`src/rtl/hien_thi_7doan.sv`:
```
// Six-digit multiplexed 7-segment driver (common anode, active-low) with field blink.
// Optional macro DISPLAY_GHOST_BLANK_EN adds an anode-off guard after each digit switch.
module hien_thi_7doan #(
  parameter int unsigned CLK_HZ       = 50_000_000,
  parameter int unsigned SCAN_HZ      = 1000,
  parameter int unsigned BLINK_HZ     = 2,
  parameter int unsigned BLANK_CYCLES = 4
) (
  input  logic       clk,
  input  logic       rst,
  input  logic [7:0] giay,
  input  logic [7:0] phut,
  input  logic [7:0] gio,
  input  logic [1:0] edit_field,
  output logic [5:0] an,
  output logic [6:0] seg,
  output logic       dp
);

  localparam int unsigned DWELL = CLK_HZ / SCAN_HZ;
  localparam int unsigned HALF  = CLK_HZ / (2 * BLINK_HZ);
  localparam int unsigned PW    = (DWELL > 1) ? $clog2(DWELL) : 1;
  localparam int unsigned BW    = (HALF > 1) ? $clog2(HALF) : 1;
  localparam logic [PW-1:0] DWELL_M1 = PW'(DWELL - 1);
  localparam logic [BW-1:0] HALF_M1  = BW'(HALF - 1);

  logic [PW-1:0] pre_q, pre_d;
  logic [2:0]    digit_idx_q, digit_idx_d;
  logic [BW-1:0] blink_cnt_q, blink_cnt_d;
  logic          blink_on_q, blink_on_d;
  logic [1:0]    edit_q, edit_d;
  logic [5:0]    an_q, an_d;
  logic [6:0]    seg_q, seg_d;
  logic          dp_q, dp_d;

  logic          scan_tick;
  logic [3:0]    nib;
  logic [6:0]    seg_raw;
  logic          blank;
  logic [5:0]    an_onehot;

  always_comb begin
    scan_tick   = (pre_q == DWELL_M1);
    pre_d       = scan_tick ? '0 : pre_q + 1'b1;
    digit_idx_d = digit_idx_q;
    if (scan_tick) digit_idx_d = (digit_idx_q == 3'd5) ? 3'd0 : digit_idx_q + 3'd1;

    // An edit_field change restarts the blink phase lit so the field is visible at once.
    edit_d      = edit_field;
    blink_cnt_d = blink_cnt_q + 1'b1;
    blink_on_d  = blink_on_q;
    if (edit_field != edit_q) begin
      blink_cnt_d = '0;
      blink_on_d  = 1'b1;
    end else if (blink_cnt_q == HALF_M1) begin
      blink_cnt_d = '0;
      blink_on_d  = ~blink_on_q;
    end

    case (digit_idx_q)
      3'd0:    nib = giay[3:0];
      3'd1:    nib = giay[7:4];
      3'd2:    nib = phut[3:0];
      3'd3:    nib = phut[7:4];
      3'd4:    nib = gio[3:0];
      default: nib = gio[7:4];
    endcase

    case (nib)
      4'd0:    seg_raw = 7'b1000000;
      4'd1:    seg_raw = 7'b1111001;
      4'd2:    seg_raw = 7'b0100100;
      4'd3:    seg_raw = 7'b0110000;
      4'd4:    seg_raw = 7'b0011001;
      4'd5:    seg_raw = 7'b0010010;
      4'd6:    seg_raw = 7'b0000010;
      4'd7:    seg_raw = 7'b1111000;
      4'd8:    seg_raw = 7'b0000000;
      4'd9:    seg_raw = 7'b0010000;
      default: seg_raw = 7'b0111111;
    endcase

    blank     = !blink_on_q && ({1'b0, edit_field} == ({1'b0, digit_idx_q[2:1]} + 3'd1));
    seg_d     = blank ? 7'b1111111 : seg_raw;
    dp_d      = ~(blink_on_q && (digit_idx_q == 3'd2 || digit_idx_q == 3'd4));
    an_onehot = ~(6'b000001 << digit_idx_q);
`ifdef DISPLAY_GHOST_BLANK_EN
    an_d      = (32'(pre_q) < BLANK_CYCLES) ? 6'b111111 : an_onehot;
`else
    an_d      = an_onehot;
`endif
  end

  always_ff @(posedge clk or posedge rst) begin
    if (rst) begin
      pre_q       <= '0;
      digit_idx_q <= '0;
      blink_cnt_q <= '0;
      blink_on_q  <= 1'b1;
      edit_q      <= '0;
      an_q        <= 6'b111111;
      seg_q       <= 7'b1111111;
      dp_q        <= 1'b1;
    end else begin
      pre_q       <= pre_d;
      digit_idx_q <= digit_idx_d;
      blink_cnt_q <= blink_cnt_d;
      blink_on_q  <= blink_on_d;
      edit_q      <= edit_d;
      an_q        <= an_d;
      seg_q       <= seg_d;
      dp_q        <= dp_d;
    end
  end

  assign an  = an_q;
  assign seg = seg_q;
  assign dp  = dp_q;

endmodule

```
`config.mk`:
```
export PLATFORM = sky130hd
export DESIGN_NAME = hien_thi_7doan
export DESIGN_NICKNAME = d
export VERILOG_FILES = /design/src/rtl/hien_thi_7doan.sv
export SDC_FILE = /design/constraint.sdc
export NUM_CORES = 1
export LEC_CHECK = 0
export CAP_MARGIN = 20
export CORE_MARGIN = 4
export CORE_UTILIZATION = 55
export DETAILED_ROUTE_END_ITERATION = 8
export PLACE_DENSITY = 0.8
export SYNTH_ARGS = -nofsm -noshare
export SYNTH_HDL_FRONTEND = slang
export SYNTH_SLANG_ARGS = --single-unit
```
`constraint.sdc`:
```
create_clock -name clk -period 2.95 [get_ports clk]
set_clock_uncertainty 0.05 [all_clocks]
set_input_delay 0.59 -clock clk [delete_from_list [all_inputs] [get_ports clk]]
set_output_delay 0.59 -clock clk [all_outputs]
set_load 0.1 [all_outputs]
```
# [After elaboration in Yosys (flattened, before gate mapping)]
# Memories as Yosys holds them, arrays and structs flattened.
# Index checks and enable logic that the tools add are counted.
[totals] in_bits=28 rom_bits=112 out_inout_bits=14 memories=1 elab_cells=40 regBits=60
[memory_table] name="(name not given)" depth=16 word_bits=7 read_ports=1 rd_ports_with_merged_regs=0 write_ports=0 line="69" rtl="case (nib)"
[op_classes] reduce_logical=6 n_mux=8 shift=1 eq_ne=9 add_sub_neg=4 n_bitwise=3
[op_table] op="$mux 24" count=2
[op_table] op="$add 24x1->24 const B" count=1
[op_table] op="$eq 24x24->1 const B" count=1
[op_table] op="$pmux 4 s5" count=1
[op_table] op="$add 16x1->16 const B" count=1
[op_table] op="$eq 16x16->1 const B" count=1
[op_table] op="$mux 16" count=1
[op_table] op="$mux 7" count=1
[op_table] op="$eq 3x2->1 const B" count=2
[op_table] op="$eq 3x3->1 const B" count=2
[op_table] op="$not 6->6" count=1
[op_table] op="$shl 1x3->6 const A" count=1
[op_table] op="$add 2x1->3 const B" count=1
[op_table] op="$add 3x1->3 const B" count=1
[op_table] op="$eq 2x3->1" count=1
[op_table] op="$eq 3x1->1 const B" count=1
[op_table] op="$logic_not 3->1" count=1
[op_table] op="$mux 3" count=1
[op_table] op="$logic_and 1x1->1" count=2
[op_table] op="$mux 1" count=2
[op_table] op="$ne 2x2->1" count=1
[op_table] op="$not 1->1" count=2
[op_table] op="$reduce_bool 2->1" count=1
[op_table] op="$logic_not 1->1" count=1
[op_table] op="$logic_or 1x1->1" count=1

# [Depth between registers and ports, before layout]
# Gate-level depths: netlist of the first run.
[depth] ltp_word=4 mapped_depth=11 ltp_nobuf=10

# [Least setup slack after synthesis of the first run]
# OpenSTA, ideal clock, no wires.
[synth_path] path_type="register to register" startpoint="register digit_idx_q[1]" endpoint="register seg_q[3], in the netlist seg[3]" slack_ns=0.810 t_required_ns=2.834 n_path_buf=1 arrival_time_ns=2.024 path_stages_with_launch=12 setup_ns=0.066 period_less_slack_ns=2.140 path_cell_list="dfrtp_1 buf_2 and2_1 ha_1 inv_1 o21ai_4 nor2_1 a31oi_2 inv_1 ha_1 a21o_1 nand4_1"
[synth_between] elab_chain_len=4 elab_cells_between_ends=11 classes_between="add/sub: 1; eq/ne: 5; mux: 2; reduce/logical: 2; memory: 1"
[synth_rtl] item="start, declared" line="28" rtl="logic [2:0] digit_idx_q, digit_idx_d;"
[synth_rtl] item="start signal, assigned" line="106" rtl="digit_idx_q <= digit_idx_d;"
[synth_rtl] item="$eq 3x3->1, or another cell as far along" line="60" rtl="case (digit_idx_q)"
[synth_rtl] item="$pmux 4 s5 or $eq 2x3->1 (tied branches)" line="60, 83"
[synth_rtl] item="$mem_v2 16x7 or $logic_and 1x1->1 (tied branches)"
[synth_rtl] item="$mux 7 (*)" line="84" rtl="seg_d = blank ? 7'b1111111 : seg_raw;"
[synth_rtl] item="via seg_d[3]" line="33" rtl="logic [6:0] seg_q, seg_d;"
[synth_rtl] item="end signal, assigned" line="111" rtl="seg_q <= seg_d;"
[synth_rtl] item="end, declared" line="33"
# The timed path passes the listed nets; every way through them passes the cells marked *.
# A chain may end at the register's enable or synchronous reset.

# [Worst setup path in the final report of the first run]
[layout_path] startpoint="register digit_idx_q[0]" endpoint="register seg_q[3], in the netlist seg[3]"
[layout_between] elab_chain_len=4 elab_cells_between_ends=8 classes_between="eq/ne: 4; mux: 2; reduce/logical: 1; memory: 1"
[layout_rtl] item="$eq 3x3->1, or another cell as far along" line="60"
[layout_rtl] item="$pmux 4 s5 (*)" line="60"
[layout_rtl] item="$mem_v2 16x7 (*)"
[layout_rtl] item="$mux 7 (*)" line="84"
[layout_rtl] item="via seg_d[3]" line="33"
# Marks and branches as above.

==> run metrics, run 1 <==
Final HPWL DP between 4000 and 5000 um; CP Data Arrival Time approximately 2.5 ns; FP Rows 26; CP Class flop to flop; met1 usage roughly a quarter; largest net degree at the start of global routing 33; met3 Use GR under 10%; Mean Syn Cell Area slightly above 10 um^2; crit path max fanout 10; Slew Viols, Final 0; PD cells 493.5 nW/um^2; Crit-path slowest cell dfrtp_1; number of global-route vias before repair around 2300; antenna violations before repair 0; Setup-failing EPs final 0; I/O pins 42; placed insts slightly above 400; Placed Area approximately 3500 um^2; Max Freq 0.4302 GHz; Synth top cells by count nor2_1 (48), dfrtp_1 (45), nand2_1 (25), xor2_1 (21), xnor2_1 (20); Reg area 1520 um^2; CTS Buf Count 9; port bufs between 40 and 50; busiest metal layer after global routing met2; worst skew pair latency roughly 0.34 ns; most common flop cell mapped by yosys dfrtp_1; area of the die 6827 um^2; Yosys cell types 56; Post-Syn Area slightly above 3000 um^2; status finished, final reports clean; Chip Height 82.63 um; cell area after layout 3717 um^2; GRT met2 Usage between 30% and 40%; YS warnings 0; final hold vios 0; clk slew on worst S/H paths 0.07 ns; top-count cell post-synth nor2_1; Critical Path RT 3.14 ns; CP startpoint kind flop; nets@finish approximately 390; share of layout cells above drive strength 1 approximately a fifth; first-pass iteration count of the detailed router 4; RSZ-0062 raised after global routing no; Buf/Inv on CP 2; Iter 0 DRT Violations between 100 and 150; Starting Density roughly three fifths; syn nets about 340; minimum clock period about 2.3 ns; H-Tree Depth 3; Cell Chain, Critical Path and2_1 -> ha_1 -> inv_1 -> o21ai_4 -> nor2_1 -> a31oi_2 -> inv_1 -> ha_1 -> a21o_1 -> nand4_1; period utilisation layout ~79%; All-Layer GR Usage 20.54%; Post-synth EDFFs 0; Synth Instances 304; slew margin rel. between 70 and 80%; Vias 2303; antenna fix cells 0; cell taking the most area after synthesis dfrtp_1; Setup TNS 0 ns; area of the multi-input gates roughly 1400 um^2; endpoint class of the critical path flop; asr flop ratio synth 100.0%; crit-path max cell delay about 0.35 ns; Post-CTS Setup Inserts 0; Layout area overhead 21.36%; Die X around 83 um; number of fill cells in the layout about 400; total core area between 5000 and 6000 um^2; Worst Max-Slew Pin Slew 0.4038 ns; total grt overflow 0; global-route wire length before repair between 10000 and 15000 um; total wire length a little over 6000 um; clk buf depth 2; root buf cell clkbuf_8; CP delay by family, top adder cells; HP Class flop to flop; DR vias/cell 5.406; per-cell routed wire length between 10 and 15 um; Max Cap Violations 0; VDD IR-drop max 0.3888 mV; clk sink count 60; antenna-violating nets left 0; Yosys top cell area share about 37%; drt drc 0; fin cells 426; sequential area share after synthesis about half; cts hold-fix bufs 0; GPL Wtd Cong about 0.83; leakage between 1.5 and 2 nW; Synth area leaders dfrtp_1 (37%), dfstp_2 (13%), xor2_1 (6.0%), nor2_1 (5.9%), xnor2_1 (5.7%); post-CTS sizing 0; CTS tree built; synthesized flop and latch total 60
[cell type report]
cell class | count | share of cell area, %
repair buffers | 47 | 11.31
multi-input cells | 222 | 38.37
well taps | 70 | 2.356
flip-flops and latches | 60 | 40.90
inverters | 11 | 1.111
clock buffers | 13 | 4.813
clock inverters | 3 | 1.144
[flip-flops by register name, summed over array words and instances (netlist names)]
register / flops
blink_cnt_q: 24
pre_q: 16
seg: 7
an: 6
digit_idx_q: 3
edit_q: 2
blink_on_q: 1
dp: 1
[through the flow]
stage	worst slack [ns]	utilization [%]	hold slack, ns	total power, mW
floorplan	0.8102	-	0.3829	0.9804
global placement	0.5600	66.75	0.4011	1.039
detailed placement	0.4605	66.75	0.4124	1.042
CTS	0.6673	70.97	0.4490	1.850
global route	0.4297	70.97	0.4600	1.908
finish	0.6254	70.97	0.4435	1.835
[worst paths after layout]
kind | startpoint | cells after the start | slack [ns] | end
setup / recovery | digit_idx_q[0] | 10 | 0.63 | seg[3]
hold / removal | blink_cnt_q[0] | 1 | 0.44 | blink_cnt_q[0]
setup reg to reg | digit_idx_q[0] | 10 | 0.63 | seg[3]
hold reg to reg | blink_cnt_q[0] | 1 | 0.44 | blink_cnt_q[0]
max in group asynchronous | rst | 3 | 1.91 | seg[6]
min in group asynchronous | rst | 3 | 0.59 | blink_cnt_q[3]
[where the power goes]
| part | internal, mW | total (mW) | switching (mW) |
|---|---|---|---|
| registers | 0.840 | 0.846 | 0.00518 |
| clock network | 0.481 | 0.808 | 0.327 |
| logic | 0.0628 | 0.181 | 0.118 |
[logic make-up (layout without fill, tap and decap cells)]
family / count (synthesis) / in the layout / share of synthesized area [%]
AOI/OAI and AO/OA: 34 / 34 / 7.966
buffers and inverters: 22 / 74 / 3.799
xor gates and xnor gates: 41 / 41 / 11.72
and+or+nand+nor: 136 / 136 / 22.63
adders and majority gates: 7 / 7 / 2.859
muxes: 4 / 4 / 1.389
DFF: 60 / 60 / 49.63
[layout by cell type (no fill, tap or decap), drive strengths merged, types with 10 or more instances in the layout]
cell type	instances
nor2	50
dfrtp	45
clkdlybuf4s50	27
nand2	25
xor2	21
xnor2	20
buf	20
nand3	17
dfstp	15
clkbuf	13
inv	11
nand4	10
o21ai	10
[layer usage]
layer	vias to the layer above	part of all wire [%]
met5	-	0
met2	34	50
met3	6	3.1
li1	1133	-
met1	1130	45
met4	0	1.3
(Power assumes the default switching activity.)
==> inputs of run 2 (changes only) <==
--- a/config.mk
+++ b/config.mk
@@ -7,9 +7,9 @@
 export LEC_CHECK = 0
 export CAP_MARGIN = 20
 export CORE_MARGIN = 4
-export CORE_UTILIZATION = 55
+export CORE_UTILIZATION = 49
 export DETAILED_ROUTE_END_ITERATION = 8
-export PLACE_DENSITY = 0.8
+export PLACE_DENSITY = 0.75
 export SYNTH_ARGS = -nofsm -noshare
 export SYNTH_HDL_FRONTEND = slang
 export SYNTH_SLANG_ARGS = --single-unit
==> constraint.sdc (replaced) <==
create_clock -name clk -period 2.1 [get_ports clk]
set_clock_uncertainty 0.05 [all_clocks]
set_input_delay 0.42 -clock clk [delete_from_list [all_inputs] [get_ports clk]]
set_output_delay 0.42 -clock clk [all_outputs]
set_load 0.1 [all_outputs]
==> run 2 against run 1 <==
Wire length rose by 4.9%. Maximum frequency rose by 15%. Register-to-register slack got worse by 0.55 ns. Sequential share of layout area fell by 3.6 points. Count of clock-buffer cells in the layout rose by 2. Hold slack got worse by 0.088 ns. Non-clock buffer count rose by 18. Utilization fell by 2.9 points. Sequential power rose by 42%. Final area rose by 9.7%. Final cell count rose by 5.6%. Power rose by 35%. Largest cell class unchanged. Highest routed layer unchanged.
==> run metrics, run 2 (synthesis results as in run 1) <==
status finished, final reports clean; Layout area overhead 33.13%; worst skew pair latency 0.33 ns (about the same); Place WS -0.06203 ns (-0.5225 ns); Final HPWL DP 4664 um (+9.4%); All-Layer GR Usage 18.19% (-2.4 points); nets@finish 405 (+4.9%); share of layout cells above drive strength 1 25.87% (+6.8 points); Vias 2407 (+4.5%); slew margin rel. 69.47% (-3.4 points); clk sink count 60 (unchanged); Slew Viols, Final 0 (unchanged); Max Freq 0.4942 GHz (+15%); per-cell routed wire length 14.38 um (-0.71%); total wire length 6469 um (+4.9%); number of fill cells in the layout 434 (+7.7%); FP Rows 28 (+7.7%); I/O pins 42 (unchanged); first-pass iteration count of the detailed router 4 (unchanged); HP Class primary input to async pin; PD cells 607.5 nW/um^2 (+23%); Setup crit start digit_idx_q[1]; clk buf depth 2 (unchanged); Die X 87.06 um (+5.4%); VDD IR-drop max 0.4140 mV (+6.5%); antenna-violating nets left 0 (unchanged); Setup-failing EPs final 0 (unchanged); Worst Max-Slew Pin Slew 0.4580 ns (+0.05425 ns); crit path max fanout 5 (-5); clk slew on worst S/H paths 0.06 ns (about the same); Starting Density 51.13% (-7.4 points); Max Cap Violations 0 (unchanged); fin cells 450 (+5.6%); endpoint class of the critical path flop; antenna fix cells 0 (unchanged); leakage 1.727 nW (+11%); Chip Height 87.06 um (+5.4%); CTS Buf Count 9 (unchanged); most frequent cells in the layout nor2_1 (47), dfrtp_1 (44), clkdlybuf4s50_1 (27); Iter 0 DRT Violations 107 (+5.9%); H-Tree Depth 3 (unchanged); Critical Path RT 2.32 ns (-0.82 ns); period utilisation layout 96.36% (+18 points); CP Class flop to flop; DR vias/cell 5.349 (-1.1%); final hold vios 0 (unchanged); Final WS setup 0.07642 ns (-0.5490 ns); GPL Wtd Cong 0.8691 (+5.2%); port bufs 41 (unchanged); placed insts 429 (+4.6%); total core area 5991 um^2 (+14%); CP startpoint kind flop; most common cell after layout, fill and taps aside nor2_1; Min Hold Slack 0.3558 ns (-0.08768 ns); Worst R2R Start digit_idx_q[1]; largest net degree at the start of global routing 30 (-9.1%); max FFs per register 24 (unchanged); Most flops, register blink_cnt_q; minimum clock period 2.024 ns (-0.3010 ns); antenna violations before repair 0 (unchanged); drt drc 0 (unchanged); number of global-route vias before repair 2325 (-1.0%); global-route wire length before repair 10540 um (-0.13%); total grt overflow 0 (unchanged); cts hold-fix bufs 0 (unchanged); area of the die 7579 um^2 (+11%); root buf cell clkbuf_8; CTS tree built; CP Data Arrival Time 2.24 ns (-0.27 ns)
run 2: cell types whose count changed in the layout (fill, tap and decap cells not counted), moves of 2 or more:
cell and change:
o21a_2 +2, buf_12 +15, clkbuf_1 +2, o21a_1 -2, buf_4 +3
run 2: power by group:
part / switching (mW) / internal (mW) / leakage [nW]
sequential: 0.0137 / 1.18 / 0.765
combinational: 0.172 / 0.129 / 0.862
clock: 0.424 / 0.557 / 0.0997
run 2: metrics by stage:
stage	cell area (um^2)	total power [mW]	utilization, %	setup TNS [ns]
CTS	3991	2.491	66.62	0
global route	4078	2.576	68.07	-0.1135
detailed placement	3800	1.513	63.43	-0.1683
finish	4078	2.477	68.07	0
floorplan	3068	1.377	-	0
global placement	3800	1.509	63.43	-0.004424
run 2: per-layer routing:
layer,part of all wire [%],vias to the layer above,track usage [%],routed length [um]
li1,-,1172,-,-
met1,45,1162,22.80,2932
met2,48,57,28.92,3106
met3,3.8,16,4.920,249
met4,2.8,0,8.924,180
met5,0,-,0,0
run 2: worst paths after layout:
| path | slack [ns] | endpoint | cells past startpoint |
|---|---|---|---|
| worst max-delay path | 0.08 | seg[3] | 9 |
| worst min-delay path | 0.36 | blink_cnt_q[5] | 2 |
| worst max register to register | 0.08 | seg[3] | 9 |
| worst min register to register | 0.42 | pre_q[0] | 1 |
| max in group asynchronous | 1.08 | dp | 3 |
| min in group clk | 0.42 | pre_q[0] | 1 |
run 2: timing repair:
action / CTS / global route
setup buffers: 0 / 4
setup endpoints to repair: 0 / 7
hold endpoints to repair: 0 / 0
gates resized for setup: 0 / 12
run 2: cell type report:
| class | count | area [um^2] | area share, % |
|---|---|---|---|
| Clock inverter | 1 | 5.005 | 0.1227 |
| Sequential cell | 60 | 1521 | 37.31 |
| Timing Repair Buffer | 65 | 743.2 | 18.23 |
| Inverter | 11 | 41.29 | 1.013 |
| Multi-Input combinational cell | 223 | 1486 | 36.45 |
| Tap cell | 75 | 93.84 | 2.301 |
| Clock buffer | 15 | 186.4 | 4.572 |
run 2: worst max-delay path, cell delays in order (launching register included):
cell and delay (ns):
dfrtp_1 0.42, buf_4 0.16, o21a_2 0.24, o21ai_4 0.22
nor2_1 0.08, a31oi_2 0.16, inv_1 0.09, ha_1 0.30
a21o_1 0.16, nand4_1 0.09
